<file path="src/rtl/vga_pkg.sv">
// Shared VGA/frame-buffer constants, scan FSM encoding and address packing.
// Pixel coordinates pack as {y, x} to match the line drawer's write port.
package vga_pkg;

    localparam int H_ACTIVE_DEF = 640;
    localparam int V_ACTIVE_DEF = 480;
    localparam int PIX_W_DEF    = 12;
    localparam int CNT_W        = 12;
    localparam int COORD_W      = 10;
    localparam int ADDR_W       = 2 * COORD_W;

    typedef enum logic {
        SCAN_OFF = 1'b0,
        SCAN_ON  = 1'b1
    } scan_state_e;

    function automatic logic [ADDR_W-1:0] pack_addr(
        input logic [CNT_W-1:0] x,
        input logic [CNT_W-1:0] y,
        input int               sh
    );
        logic [CNT_W-1:0] xs;
        logic [CNT_W-1:0] ys;
        xs = x >> sh;
        ys = y >> sh;
        return {ys[COORD_W-1:0], xs[COORD_W-1:0]};
    endfunction

endpackage

</file>
<file path="src/rtl/fb_scan_reader_if.sv">
// Read port between the scan-out reader and the frame-buffer RAM.
// The reader drives strobe and address; the RAM returns data.
interface fb_scan_reader_if #(
    parameter int PIX_W = 12
);
    import vga_pkg::*;

    logic              rd_en;
    logic [ADDR_W-1:0] rd_addr;
    logic [PIX_W-1:0]  rd_data;

    modport master (
        output rd_en,
        output rd_addr,
        input  rd_data
    );

    modport slave (
        input  rd_en,
        input  rd_addr,
        output rd_data
    );

endinterface

</file>
<file path="src/rtl/fb_scan_reader_delay_line.sv">
// Fixed-depth shift register used to align timing and flags with pixel data.
// Every stage clears on reset.
module delay_line #(
    parameter int WIDTH = 1,
    parameter int DEPTH = 1
) (
    input  logic             pclk,
    input  logic             rst_n,
    input  logic [WIDTH-1:0] i_d,
    output logic [WIDTH-1:0] o_q
);

    logic [WIDTH-1:0] r_pipe [DEPTH];

    always_ff @(posedge pclk or negedge rst_n) begin
        if (!rst_n) begin
            for (int i = 0; i < DEPTH; i++) begin
                r_pipe[i] <= '0;
            end
        end else begin
            r_pipe[0] <= i_d;
            for (int i = 1; i < DEPTH; i++) begin
                r_pipe[i] <= r_pipe[i-1];
            end
        end
    end

    assign o_q = r_pipe[DEPTH-1];

endmodule

</file>
<file path="src/rtl/fb_scan_reader.sv">
// Frame-buffer scan-out reader: timing counters to RAM reads, with sync and
// blank delayed so pixels and syncs leave the block aligned.
module fb_scan_reader
    import vga_pkg::*;
#(
    parameter int              H_ACTIVE    = H_ACTIVE_DEF,
    parameter int              V_ACTIVE    = V_ACTIVE_DEF,
    parameter int              RD_LAT      = 2,
    parameter int              PIX_W       = PIX_W_DEF,
    parameter int              SCALE_SHIFT = 0,
    parameter logic [PIX_W-1:0] BG_COLOR   = '0
) (
    input  logic             pclk,
    input  logic             rst_n,
    input  logic             enable,
    input  logic [11:0]      hcnt,
    input  logic [11:0]      vcnt,
    input  logic             hsync_in,
    input  logic             vsync_in,
    input  logic             blank_in,
    fb_scan_reader_if.master ram,
    output logic [PIX_W-1:0] pix_out,
    output logic             hsync_out,
    output logic             vsync_out,
    output logic             blank_out,
    output logic             scanning,
    output logic             vblank_start,
    output logic [7:0]       frame_cnt
);

    localparam int         L     = RD_LAT + 2;
    localparam logic [11:0] H_LIM = 12'(H_ACTIVE);
    localparam logic [11:0] V_LIM = 12'(V_ACTIVE);

    scan_state_e       r_state;
    scan_state_e       w_state_nxt;
    logic              w_fs;
    logic              w_in_fb;
    logic              w_rd;
    logic              w_vbs;
    logic [ADDR_W-1:0] w_addr;
    logic [2:0]        w_sync_q;
    logic [1:0]        w_rdf_q;
    logic [PIX_W-1:0]  w_pix_nxt;

    logic              r_rd_en;
    logic [ADDR_W-1:0] r_rd_addr;
    logic              r_vbs;
    logic [7:0]        r_fcnt;
    logic [PIX_W-1:0]  r_pix;

    assign w_fs    = (hcnt == 12'd0) && (vcnt == 12'd0);
    assign w_in_fb = (hcnt < H_LIM) && (vcnt < V_LIM);
    assign w_vbs   = (hcnt == 12'd0) && (vcnt == V_LIM);
    assign w_addr  = pack_addr(hcnt, vcnt, SCALE_SHIFT);

    always_ff @(posedge pclk or negedge rst_n) begin
        if (!rst_n) begin
            r_state <= SCAN_OFF;
        end else begin
            r_state <= w_state_nxt;
        end
    end

    always_comb begin
        w_state_nxt = r_state;
        unique case (r_state)
            SCAN_OFF: if (w_fs && enable)  w_state_nxt = SCAN_ON;
            SCAN_ON:  if (w_fs && !enable) w_state_nxt = SCAN_OFF;
            default:  w_state_nxt = SCAN_OFF;
        endcase
    end

    // Decide on the next state so the first pixel of an enabled frame is read.
    assign w_rd = w_in_fb && (w_state_nxt == SCAN_ON);

    always_ff @(posedge pclk or negedge rst_n) begin
        if (!rst_n) begin
            r_rd_en   <= 1'b0;
            r_rd_addr <= '0;
            r_vbs     <= 1'b0;
            r_fcnt    <= 8'd0;
            r_pix     <= '0;
        end else begin
            r_rd_en <= w_rd;
            if (w_rd) begin
                r_rd_addr <= w_addr;
            end
            r_vbs <= w_vbs;
            if (w_vbs && (r_state == SCAN_ON)) begin
                r_fcnt <= r_fcnt + 8'd1;
            end
            r_pix <= w_pix_nxt;
        end
    end

    delay_line #(
        .WIDTH (3),
        .DEPTH (L)
    ) u_sync_dly (
        .pclk  (pclk),
        .rst_n (rst_n),
        .i_d   ({hsync_in, vsync_in, blank_in}),
        .o_q   (w_sync_q)
    );

    // Blank rides with the read flag so the mux sees it one stage ahead.
    delay_line #(
        .WIDTH (2),
        .DEPTH (L - 1)
    ) u_rd_dly (
        .pclk  (pclk),
        .rst_n (rst_n),
        .i_d   ({blank_in, w_rd}),
        .o_q   (w_rdf_q)
    );

    always_comb begin
        w_pix_nxt = BG_COLOR;
        if (w_rdf_q[1]) begin
            w_pix_nxt = '0;
        end else if (w_rdf_q[0]) begin
            w_pix_nxt = ram.rd_data;
        end
    end

    assign ram.rd_en   = r_rd_en;
    assign ram.rd_addr = r_rd_addr;
    assign pix_out      = r_pix;
    assign hsync_out    = w_sync_q[2];
    assign vsync_out    = w_sync_q[1];
    assign blank_out    = w_sync_q[0];
    assign scanning     = (r_state == SCAN_ON);
    assign vblank_start = r_vbs;
    assign frame_cnt    = r_fcnt;

endmodule

</file>
<file path="src/flat_wrapper.sv">
// flat-port wrapper written by rule: the top's interface ports become plain ports
module fb_scan_reader_flat import vga_pkg::*;
#(
    parameter int              H_ACTIVE    = H_ACTIVE_DEF,
    parameter int              V_ACTIVE    = V_ACTIVE_DEF,
    parameter int              RD_LAT      = 2,
    parameter int              PIX_W       = PIX_W_DEF,
    parameter int              SCALE_SHIFT = 0,
    parameter logic [PIX_W-1:0] BG_COLOR   = '0
)
  (pclk, rst_n, enable, hcnt, vcnt, hsync_in, vsync_in, blank_in, pix_out, hsync_out, vsync_out, blank_out, scanning, vblank_start, frame_cnt, ram_rd_en, ram_rd_addr, ram_rd_data);
  fb_scan_reader_if #(.PIX_W(PIX_W)) ram_i ();
  input  logic pclk;
  input  logic rst_n;
  input  logic enable;
  input  logic [11:0] hcnt;
  input  logic [11:0] vcnt;
  input  logic hsync_in;
  input  logic vsync_in;
  input  logic blank_in;
  output logic [PIX_W-1:0] pix_out;
  output logic hsync_out;
  output logic vsync_out;
  output logic blank_out;
  output logic scanning;
  output logic vblank_start;
  output logic [7:0] frame_cnt;
  output wire logic [$bits(ram_i.rd_en)-1:0] ram_rd_en;
  output wire logic [$bits(ram_i.rd_addr)-1:0] ram_rd_addr;
  input wire logic [$bits(ram_i.rd_data)-1:0] ram_rd_data;
  assign ram_rd_en = ram_i.rd_en;
  assign ram_rd_addr = ram_i.rd_addr;
  assign ram_i.rd_data = ram_rd_data;
  fb_scan_reader #(.H_ACTIVE(H_ACTIVE), .V_ACTIVE(V_ACTIVE), .RD_LAT(RD_LAT), .PIX_W(PIX_W), .SCALE_SHIFT(SCALE_SHIFT), .BG_COLOR(BG_COLOR)) u_core (.pclk(pclk), .rst_n(rst_n), .enable(enable), .hcnt(hcnt), .vcnt(vcnt), .hsync_in(hsync_in), .vsync_in(vsync_in), .blank_in(blank_in), .ram(ram_i), .pix_out(pix_out), .hsync_out(hsync_out), .vsync_out(vsync_out), .blank_out(blank_out), .scanning(scanning), .vblank_start(vblank_start), .frame_cnt(frame_cnt));
endmodule
</file>
<file path="config.mk">
export PLATFORM = sky130hd
export DESIGN_NAME = fb_scan_reader_flat
export DESIGN_NICKNAME = d
export VERILOG_FILES = /design/src/rtl/vga_pkg.sv /design/src/rtl/fb_scan_reader_if.sv /design/src/rtl/fb_scan_reader_delay_line.sv /design/src/rtl/fb_scan_reader.sv /design/src/flat_wrapper.sv
export SDC_FILE = /design/constraint.sdc
export NUM_CORES = 1
export LEC_CHECK = 0
export ABC_AREA = 1
export CORE_MARGIN = 10
export CORE_UTILIZATION = 45
export CTS_CLUSTER_SIZE = 40
export DETAILED_ROUTE_END_ITERATION = 8
export PLACE_DENSITY = 0.81
export REMOVE_ABC_BUFFERS = 1
export SKIP_CTS_REPAIR_TIMING = 1
export SYNTH_ARGS = -nofsm -noshare
export SYNTH_HDL_FRONTEND = slang
export SYNTH_SLANG_ARGS = --single-unit
export TNS_END_PERCENT = 20
</file>
<file path="constraint.sdc">
create_clock -name pclk -period 3.4 [get_ports pclk]
set_input_delay 0.34 -clock pclk [delete_from_list [all_inputs] [get_ports pclk]]
set_output_delay 0.34 -clock pclk [all_outputs]
set_load 0.01 [all_outputs]
</file>
==> run summary, run 1 <==
Hpwl dp - 4450 microns
Fin crit period - 2000 ps
Setup-failing EPs final - 0
Clock skew - 6.26 ps
Vias per cell - 4.70
Drt initial violations - 91
Antenna cells - 0
RD Place Congestion - 0.784
Yosys reg bits - 57
Fin crit share - 58.8%
Count of cell types in the netlist - 24
H-tree depth - 3
Share of cells above drive strength 1 - 20.5%
Hold Path Class - primary input to async pin
Cell family with most CP delay - simple AND/OR/NAND/NOR gates
CP arrival - 2210 ps
Die height - 93.5 microns
Met2 Track Usage GR - 21.8%
Sequential area share after synthesis - 58.7%
Reg2Reg Setup Slack - 1780 ps
Die ar. - 8740 sq um
Crit. End Element - register
Crit path buffers/inverters - 2
Least-Margin Pin Slew - 761 ps
CTS buffer count - 9
Vias in the first global route - 2003
Met3 global-route usage - 7.43%
CP Class - primary input to register
MaxCap Viol Count - 0
Max Fclk - 500 MHz
Row count - 26
# IOs - 88
DRC violations left - 0
Synth warnings - 0
Final hold vios - 0
Commonest non-fill, non-tap cell in the layout - clkdlybuf4s50_1
Root buf cell - clkbuf_8
Post-route ant nets - 0
Global-route wire length before repair - 9800 microns
Status - finished clean
Slowest CP cell - nand3_2
Slew margin rel. - 49.2%
Cell Pwr Density - 397 nW/um^2
Chip Width - 93.5 microns
Via count - 1933
Netlist Area Pre-Place - 2430 sq um
Layout net count - 380
Largest vdd supply drop - 265 uV
Total GRT Usage - 14.4%
Mapped Cells - 247
Syn-to-layout area delta - 44.0%
Clk Latency, worst-skew pair - 330 ps
Setup TNS - 0 ps
GRT Residual Overflow - 0
Initial core utilization - 47.0%
Avg Cell Area, Syn - 9.84 sq um
CP max FO - 21
CTS tree - built
Clock slew at reported path FFs - 60 ps
Busiest grt layer - met2
Drt first pass iters - 4
Crit path launch type - primary input
CP max stage delay - 510 ps
Fill count - 388
Routed wire per std cell - 14.6 microns
Worst EP required - 3610 ps
CTS Buffer Depth - 2
Fin. max-slew vios - 0
Largest net degree at the start of global routing - 36
RSZ-0062 raised after global routing - false
PnR worst setup slack - 1400 ps
Pre-CTS setup slack - 1090 ps
Grt met1 use - 17.2%
Clk sinks - 57
I/O Buffers - 87
P_leak - 1.64 nW
Most frequent cells in the layout - clkdlybuf4s50_1 (86), dfrtp_1 (57), nand2_1 (46)
Critical-path cell list - clkdlybuf4s50_1 > inv_1 > nand2_1 > nor2_1 > nand2_1 > nor2_2 > nand2_2 > nand2_2 > nand3_2 > nand2_2 > nand2_1
Core Box Area - 5170 sq um
Drt total wl - 5990 microns
Antenna violations before repair - 0
[per-layer routing]
metal / up-vias / wire [microns]
li1: 946 / -
met1: 897 / 2570
met2: 83 / 2680
met3: 7 / 678
met4: 0 / 72
met5: - / 0
[final timing paths]
check / end / start / depth (start not counted)
min reg2reg: u_core.u_sync_dly.r_pipe[8]$_DFF_PN0_ / u_core.u_sync_dly.r_pipe[11]$_DFF_PN0_ / 0
max reg2reg: u_core.ram.rd_addr[11]$_DFFE_PN0P_ / u_core.scanning$_DFF_PN0_ / 5
min in group pclk: u_core.u_sync_dly.r_pipe[8]$_DFF_PN0_ / u_core.u_sync_dly.r_pipe[11]$_DFF_PN0_ / 0
max in group asynchronous: u_core.ram.rd_addr[10]$_DFFE_PN0P_ / rst_n / 2
max: u_core.ram.rd_addr[11]$_DFFE_PN0P_ / vcnt[7] / 11
min: u_core.u_sync_dly.r_pipe[6]$_DFF_PN0_ / rst_n / 1
[report_power, final]
part,internal (mW),switching (mW),total (mW)
clock network,0.372,0.243,0.615
logic,0.0492,0.0359,0.0852
registers,0.686,0.00356,0.689
total,1.11,0.282,1.39
[registers in the layout, summed over array words and instances, names as in the netlist]
signal                    count
u_core.u_sync_dly.r_pipe      9
u_core.vblank_start           1
u_core.u_rd_dly.o_q           1
u_core.scanning               1
u_core.u_rd_dly.r_pipe        2
u_core.frame_cnt              8
u_core.u_sync_dly.o_q         3
u_core.ram.rd_addr           20
u_core.pix_out               12
[worst register-to-register path: cells and delay by family, from the launching register on]
family,cells,cell delay [ps]
buf+inv,1,100
flops,1,510
simple gates,4,880
[layout make-up]
type	count	area [sq um]	share of cell area [%]
Multi-Input combinational cell	161	838	24.0
Clock inverter	3	40.0	1.14
Inverter	19	71.3	2.04
Tap cell	70	87.6	2.50
Timing Repair Buffer	89	881	25.2
Sequential cell	57	1430	40.8
Clock buffer	12	155	4.43
[synthesized netlist by cell type, drive strengths merged]
library cell	number	area [sq um]
nor2	30	133
clkinv	1	3.75
nand2	83	404
ha	1	12.5
inv	18	67.6
xor2	3	26.3
and2	2	15.0
xnor2	3	26.3
nand4	2	12.5
nand3	31	160
nand3b	1	7.51
dfrtp	57	1430
buf	8	86.3
o21ai	3	26.3
clkbuf	2	7.51
nor3	2	15.0
[cells by family (layout without fill, tap and decap cells)]
family | after synthesis | count (layout) | synth area share (%)
compound gates | 3 | 3 | 1.08
simple gates | 151 | 151 | 30.7
buf+inv | 29 | 123 | 6.80
fa+ha+maj | 1 | 1 | 0.515
flops | 57 | 57 | 58.7
xor+xnor | 6 | 6 | 2.16
[metrics by stage]
step / power, mW / hold slack, ps / utilization [%] / area [sq um] / instances
6_report: 1.39 / 88.0 / 67.7 / 3500 / 411
5_1_grt: 1.45 / 130 / 67.7 / 3500 / 411
3_5_place_dp: 0.788 / 335 / 63.9 / 3300 / 396
2_1_floorplan: 0.714 / 44.4 / - / 2340 / 237
3_3_place_gp: 0.786 / 332 / 63.9 / 3300 / 396
4_1_cts: 1.41 / 102 / 67.7 / 3500 / 411
No activity file was read; power rests on OpenSTA's default activity.
==> run 2: changes to the inputs <==
--- a/config.mk
+++ b/config.mk
@@ -7,10 +7,10 @@
 export LEC_CHECK = 0
 export ABC_AREA = 1
 export CORE_MARGIN = 10
-export CORE_UTILIZATION = 45
+export CORE_UTILIZATION = 44
 export CTS_CLUSTER_SIZE = 40
 export DETAILED_ROUTE_END_ITERATION = 8
-export PLACE_DENSITY = 0.81
+export PLACE_DENSITY = 0.79
 export REMOVE_ABC_BUFFERS = 1
 export SKIP_CTS_REPAIR_TIMING = 1
 export SYNTH_ARGS = -nofsm -noshare
==> constraint.sdc (replaced) <==
create_clock -name pclk -period 2.1 [get_ports pclk]
set_input_delay 0.21 -clock pclk [delete_from_list [all_inputs] [get_ports pclk]]
set_output_delay 0.21 -clock pclk [all_outputs]
set_load 0.01 [all_outputs]
==> run 2 against run 1 <==
Power rose by 64%. Critical path depth decreased by 10. Clock power increased by 66%. Hold slack better by 210 ps. Wire length is 1.1% lower. Utilization increased by 0.14 points.
==> run summary, run 2 (same netlist as run 1, synthesis figures left out) <==
Status - finished clean
Post-route ant nets - 0
Antenna cells - 0
Largest register FFs - 20
I/O Buffers - 87
RD Place Congestion - 0.830
Crit path launch type - register
Clk Latency, worst-skew pair - 330 ps
P_leak - 1.66 nW
Root buf cell - clkbuf_8
Core Box Area - 5240 sq um
Clk sinks - 57
CP max FO - 9
# IOs - 88
Chip Width - 94.3 microns
Drt initial violations - 26
Least-Margin Pin Slew - 490 ps
RSZ-0062 raised after global routing - false
Drt total wl - 5930 microns
Antenna violations before repair - 0
Largest vdd supply drop - 512 uV
DRC violations left - 0
Die ar. - 8890 sq um
Fin. max-slew vios - 0
Commonest non-fill, non-tap cell in the layout - clkdlybuf4s50_1
Non-Filler Instances - 416
Critical-path cell list - clkdlybuf4s50_1
Fin crit period - 1660 ps
Cell family with most CP delay - buffers and inverters
Layout net count - 384
CTS buffer count - 9
Hpwl dp - 4520 microns
Multi-input logic area - 838 sq um
Slowest CP cell - clkdlybuf4s50_1
Fin crit share - 79.1%
Vias per cell - 4.59
Crit path buffers/inverters - 1
Fill count - 415
Hold Path Class - primary input to register
Slew margin rel. - 67.3%
Placed insts - 399
Clock slew at reported path FFs - 70 ps
Register area - 1430 sq um
Largest net degree at the start of global routing - 23
Routed wire per std cell - 14.2 microns
CTS Buffer Depth - 2
Clock skew - 6.49 ps
Crit. End Element - output port
Max Fclk - 602 MHz
Total GRT Usage - 14.0%
Setup TNS - 0 ps
Cell Pwr Density - 641 nW/um^2
Share of cells above drive strength 1 - 21.7%
MaxCap Viol Count - 0
Util after Layout - 67.8%
GRT Residual Overflow - 0
Drt first pass iters - 4
Syn-to-layout area delta - 46.1%
CP arrival - 1450 ps
CP Class - register to output port
CTS tree - built
Global-route wire length before repair - 9640 microns
Vias in the first global route - 1972
Row count - 26
CP max stage delay - 600 ps
Via count - 1908
H-tree depth - 3
Initial core utilization - 46.4%
Worst EP required - 1890 ps
Final hold vios - 0
Die height - 94.3 microns
Most frequent cells in the layout - clkdlybuf4s50_1 (86), dfrtp_1 (57), nand2_1 (46)
Setup-failing EPs final - 0
run 2: changes by cell type in the layout (fill, tap and decap cells not counted), moves of 2 or more:
cell,change
buf_4,+2
inv_6,+2
clkinv_4,+2
clkbuf_8,-2
run 2: where the power goes:
part	total (mW)	switching (mW)	leakage [nW]	internal, mW
logic	0.140	0.0577	0.789	0.0820
clock network	1.02	0.463	0.100	0.557
registers	1.12	0.00610	0.769	1.11
total	2.27	0.527	1.66	1.75
run 2: final cells by class:
class / instances / area share, %
flip-flops and latches: 57 / 40.2
clock inverters: 7 / 2.18
inverters: 19 / 2.01
multi-input cells: 161 / 23.6
repair buffers: 93 / 26.1
well taps: 70 / 2.47
clock buffers: 9 / 3.49
run 2: stage by stage:
stage / setup slack [ps] / total power [mW] / hold slack [ps] / area, sq um
floorplan: 328 / 1.16 / -85.6 / 2340
CTS: 411 / 2.30 / -168 / 3540
finish: 440 / 2.27 / 302 / 3550
detailed placement: 226 / 1.28 / 203 / 3340
global route: 371 / 2.37 / 284 / 3550
global placement: 263 / 1.27 / 198 / 3340
run 2: path summary, 6_finish.rpt:
path                                                        from                                     end  slack [ps]  depth (start not counted)
max                                    u_core.scanning$_DFF_PN0_                                scanning         440                          1
max reg2reg                            u_core.scanning$_DFF_PN0_       u_core.ram.rd_addr[5]$_DFFE_PN0P_         860                          4
min in group asynchronous                                  rst_n  u_core.u_sync_dly.r_pipe[11]$_DFF_PN0_         360                          2
max in group asynchronous                                  rst_n             u_core.pix_out[4]$_DFF_PN0_        1080                          3
min reg2reg                u_core.u_sync_dly.r_pipe[6]$_DFF_PN0_   u_core.u_sync_dly.r_pipe[3]$_DFF_PN0_         350                          0
min                                                     vsync_in  u_core.u_sync_dly.r_pipe[10]$_DFF_PN0_         300                          1
run 2: metal layers:
layer,up-vias,track usage (%),wire length [microns]
met2,75,20.8,2650
met1,868,15.8,2480
met4,0,6.46,116
li1,954,-,-
met5,-,0,0
met3,11,8.15,686
==> run 3: changes to the inputs <==
==> constraint.sdc (replaced) <==
create_clock -name pclk -period 1.6 [get_ports pclk]
set_input_delay 0.16 -clock pclk [delete_from_list [all_inputs] [get_ports pclk]]
set_output_delay 0.16 -clock pclk [all_outputs]
set_load 0.01 [all_outputs]
==> run 3 against run 2 <==
Die area did not move. Via count grew 4.5%. Power is 29% higher. Utilization is 2.1 points higher. Clock power is 25% higher.
==> run summary, run 3 (same netlist as run 1, synthesis figures left out) <==
H-tree depth - 3
Drt first pass iters - 4
Final hold vios - 0
WHS Path Cells - 1
Placed insts - 412
Setup-failing EPs final - 0
Clk Latency, worst-skew pair - 330 ps
Register area - 1430 sq um
Global-route wire length before repair - 9630 microns
Slew margin rel. - 75.2%
Crit. End Element - output port
Clock skew - 8.53 ps
Switch share - 21.8%
Row count - 26
Slowest CP cell - clkdlybuf4s50_1
CTS Buffer Depth - 2
R2r startpoint - u_core.frame_cnt[3]$_DFFE_PN0P_
Most frequent cells in the layout - clkdlybuf4s50_1 (86), dfrtp_1 (56), nand2_1 (46)
Max Fclk - 665 MHz
CP Class - register to output port
Layout net count - 397
Hold-critical path endpoint - u_core.u_sync_dly.r_pipe[9]$_DFF_PN0_
CTS tree - built
Register-to-Register Path Depth - 7
Clock slew at reported path FFs - 70 ps
Hold_sp - blank_in
I/O Buffers - 87
Die height - 94.3 microns
Comb pwr share - 7.0%
Root buf cell - clkbuf_8
Drt initial violations - 51
Pint - 2.30 mW
Flop pwr share - 49.8%
Fin. max-slew vios - 0
RR Endpoint - u_core.frame_cnt[7]$_DFFE_PN0P_
Switching pwr - 0.641 mW
Cell family with most CP delay - buffers and inverters
Cell Pwr Density - 803 nW/um^2
Share of cells above drive strength 1 - 24.2%
Core Box Area - 5240 sq um
Vias per cell - 4.65
Chip Width - 94.3 microns
Least-Margin Pin Slew - 372 ps
Drt total wl - 5870 microns
DRC violations left - 0
Vias in the first global route - 2095
CP max stage delay - 570 ps
Syn-to-layout area delta - 50.7%
CP arrival - 1340 ps
Crit path launch type - register
Commonest non-fill, non-tap cell in the layout - clkdlybuf4s50_1
RD Place Congestion - 0.813
P_leak - 1.72 nW
Antenna cells - 0
Clock group share of total power - 43.2%
PnR worst setup slack - 96.8 ps
Hold Path Class - primary input to register
Worst Hold Slack - 266 ps
Post-route ant nets - 0
Fin crit period - 1500 ps
Largest register FFs - 20
# IOs - 88
MaxCap Viol Count - 0
Reg2Reg Setup Slack - 400 ps
Critical-path cell list - clkdlybuf4s50_1
Hpwl dp - 4470 microns
GRT Residual Overflow - 0
Die ar. - 8890 sq um
Largest vdd supply drop - 668 uV
Total GRT Usage - 13.8%
Setup TNS - 0 ps
Initial core utilization - 46.4%
Worst EP required - 1440 ps
Via count - 1994
Non-Filler Instances - 429
Largest net degree at the start of global routing - 58
Antenna violations before repair - 0
PnR Total Power - 2.94 mW
Fill count - 383
Status - finished clean
Multi-input logic area - 838 sq um
CTS buffer count - 9
Pre-CTS setup slack - -157 ps
Clk sinks - 57
Routed wire per std cell - 13.7 microns
Crit path buffers/inverters - 1
Fin crit share - 93.9%
RSZ-0062 raised after global routing - false
CP max FO - 9
[run 3: worst max-delay path by stage]
stage	start	endpoint	depth (start not counted)
global route	hcnt[10]	u_core.ram.rd_addr[16]$_DFFE_PN0P_	11
global placement	hcnt[10]	u_core.ram.rd_addr[15]$_DFFE_PN0P_	11
finish	u_core.scanning$_DFF_PN0_	scanning	1
detailed placement	hcnt[10]	u_core.ram.rd_addr[16]$_DFFE_PN0P_	11
CTS	u_core.scanning$_DFF_PN0_	scanning	1
floorplan	hcnt[11]	u_core.ram.rd_addr[10]$_DFFE_PN0P_	8
[run 3: metrics by stage]
stage / util [%] / cell area, sq um
floorplan: - / 2340
finish: 69.9 / 3660
CTS: 69.7 / 3650
detailed placement: 66.1 / 3460
global placement: 66.1 / 3460
global route: 69.9 / 3660
[run 3: layout make-up]
type / count / area share, %
Clock inverter: 5 / 1.54
Multi-Input combinational cell: 161 / 22.9
Tap cell: 70 / 2.39
Sequential cell: 57 / 39.0
Clock buffer: 11 / 3.59
Inverter: 19 / 1.95
Timing Repair Buffer: 106 / 28.6
[run 3: per-layer routing]
layer	track usage (%)	wire, microns
met5	0	0
met4	6.46	96
met3	8.63	839
met2	21.0	2600
met1	14.9	2330
[run 3: power by group through the flow]
stage,clock network (mW),logic [mW],registers (mW)
final,1.27,0.206,1.46
after floorplan,0,0.0250,1.49
after global placement,0,0.203,1.49
after global routing,1.38,0.224,1.46
after CTS,1.30,0.207,1.46
after detailed placement,0,0.205,1.49
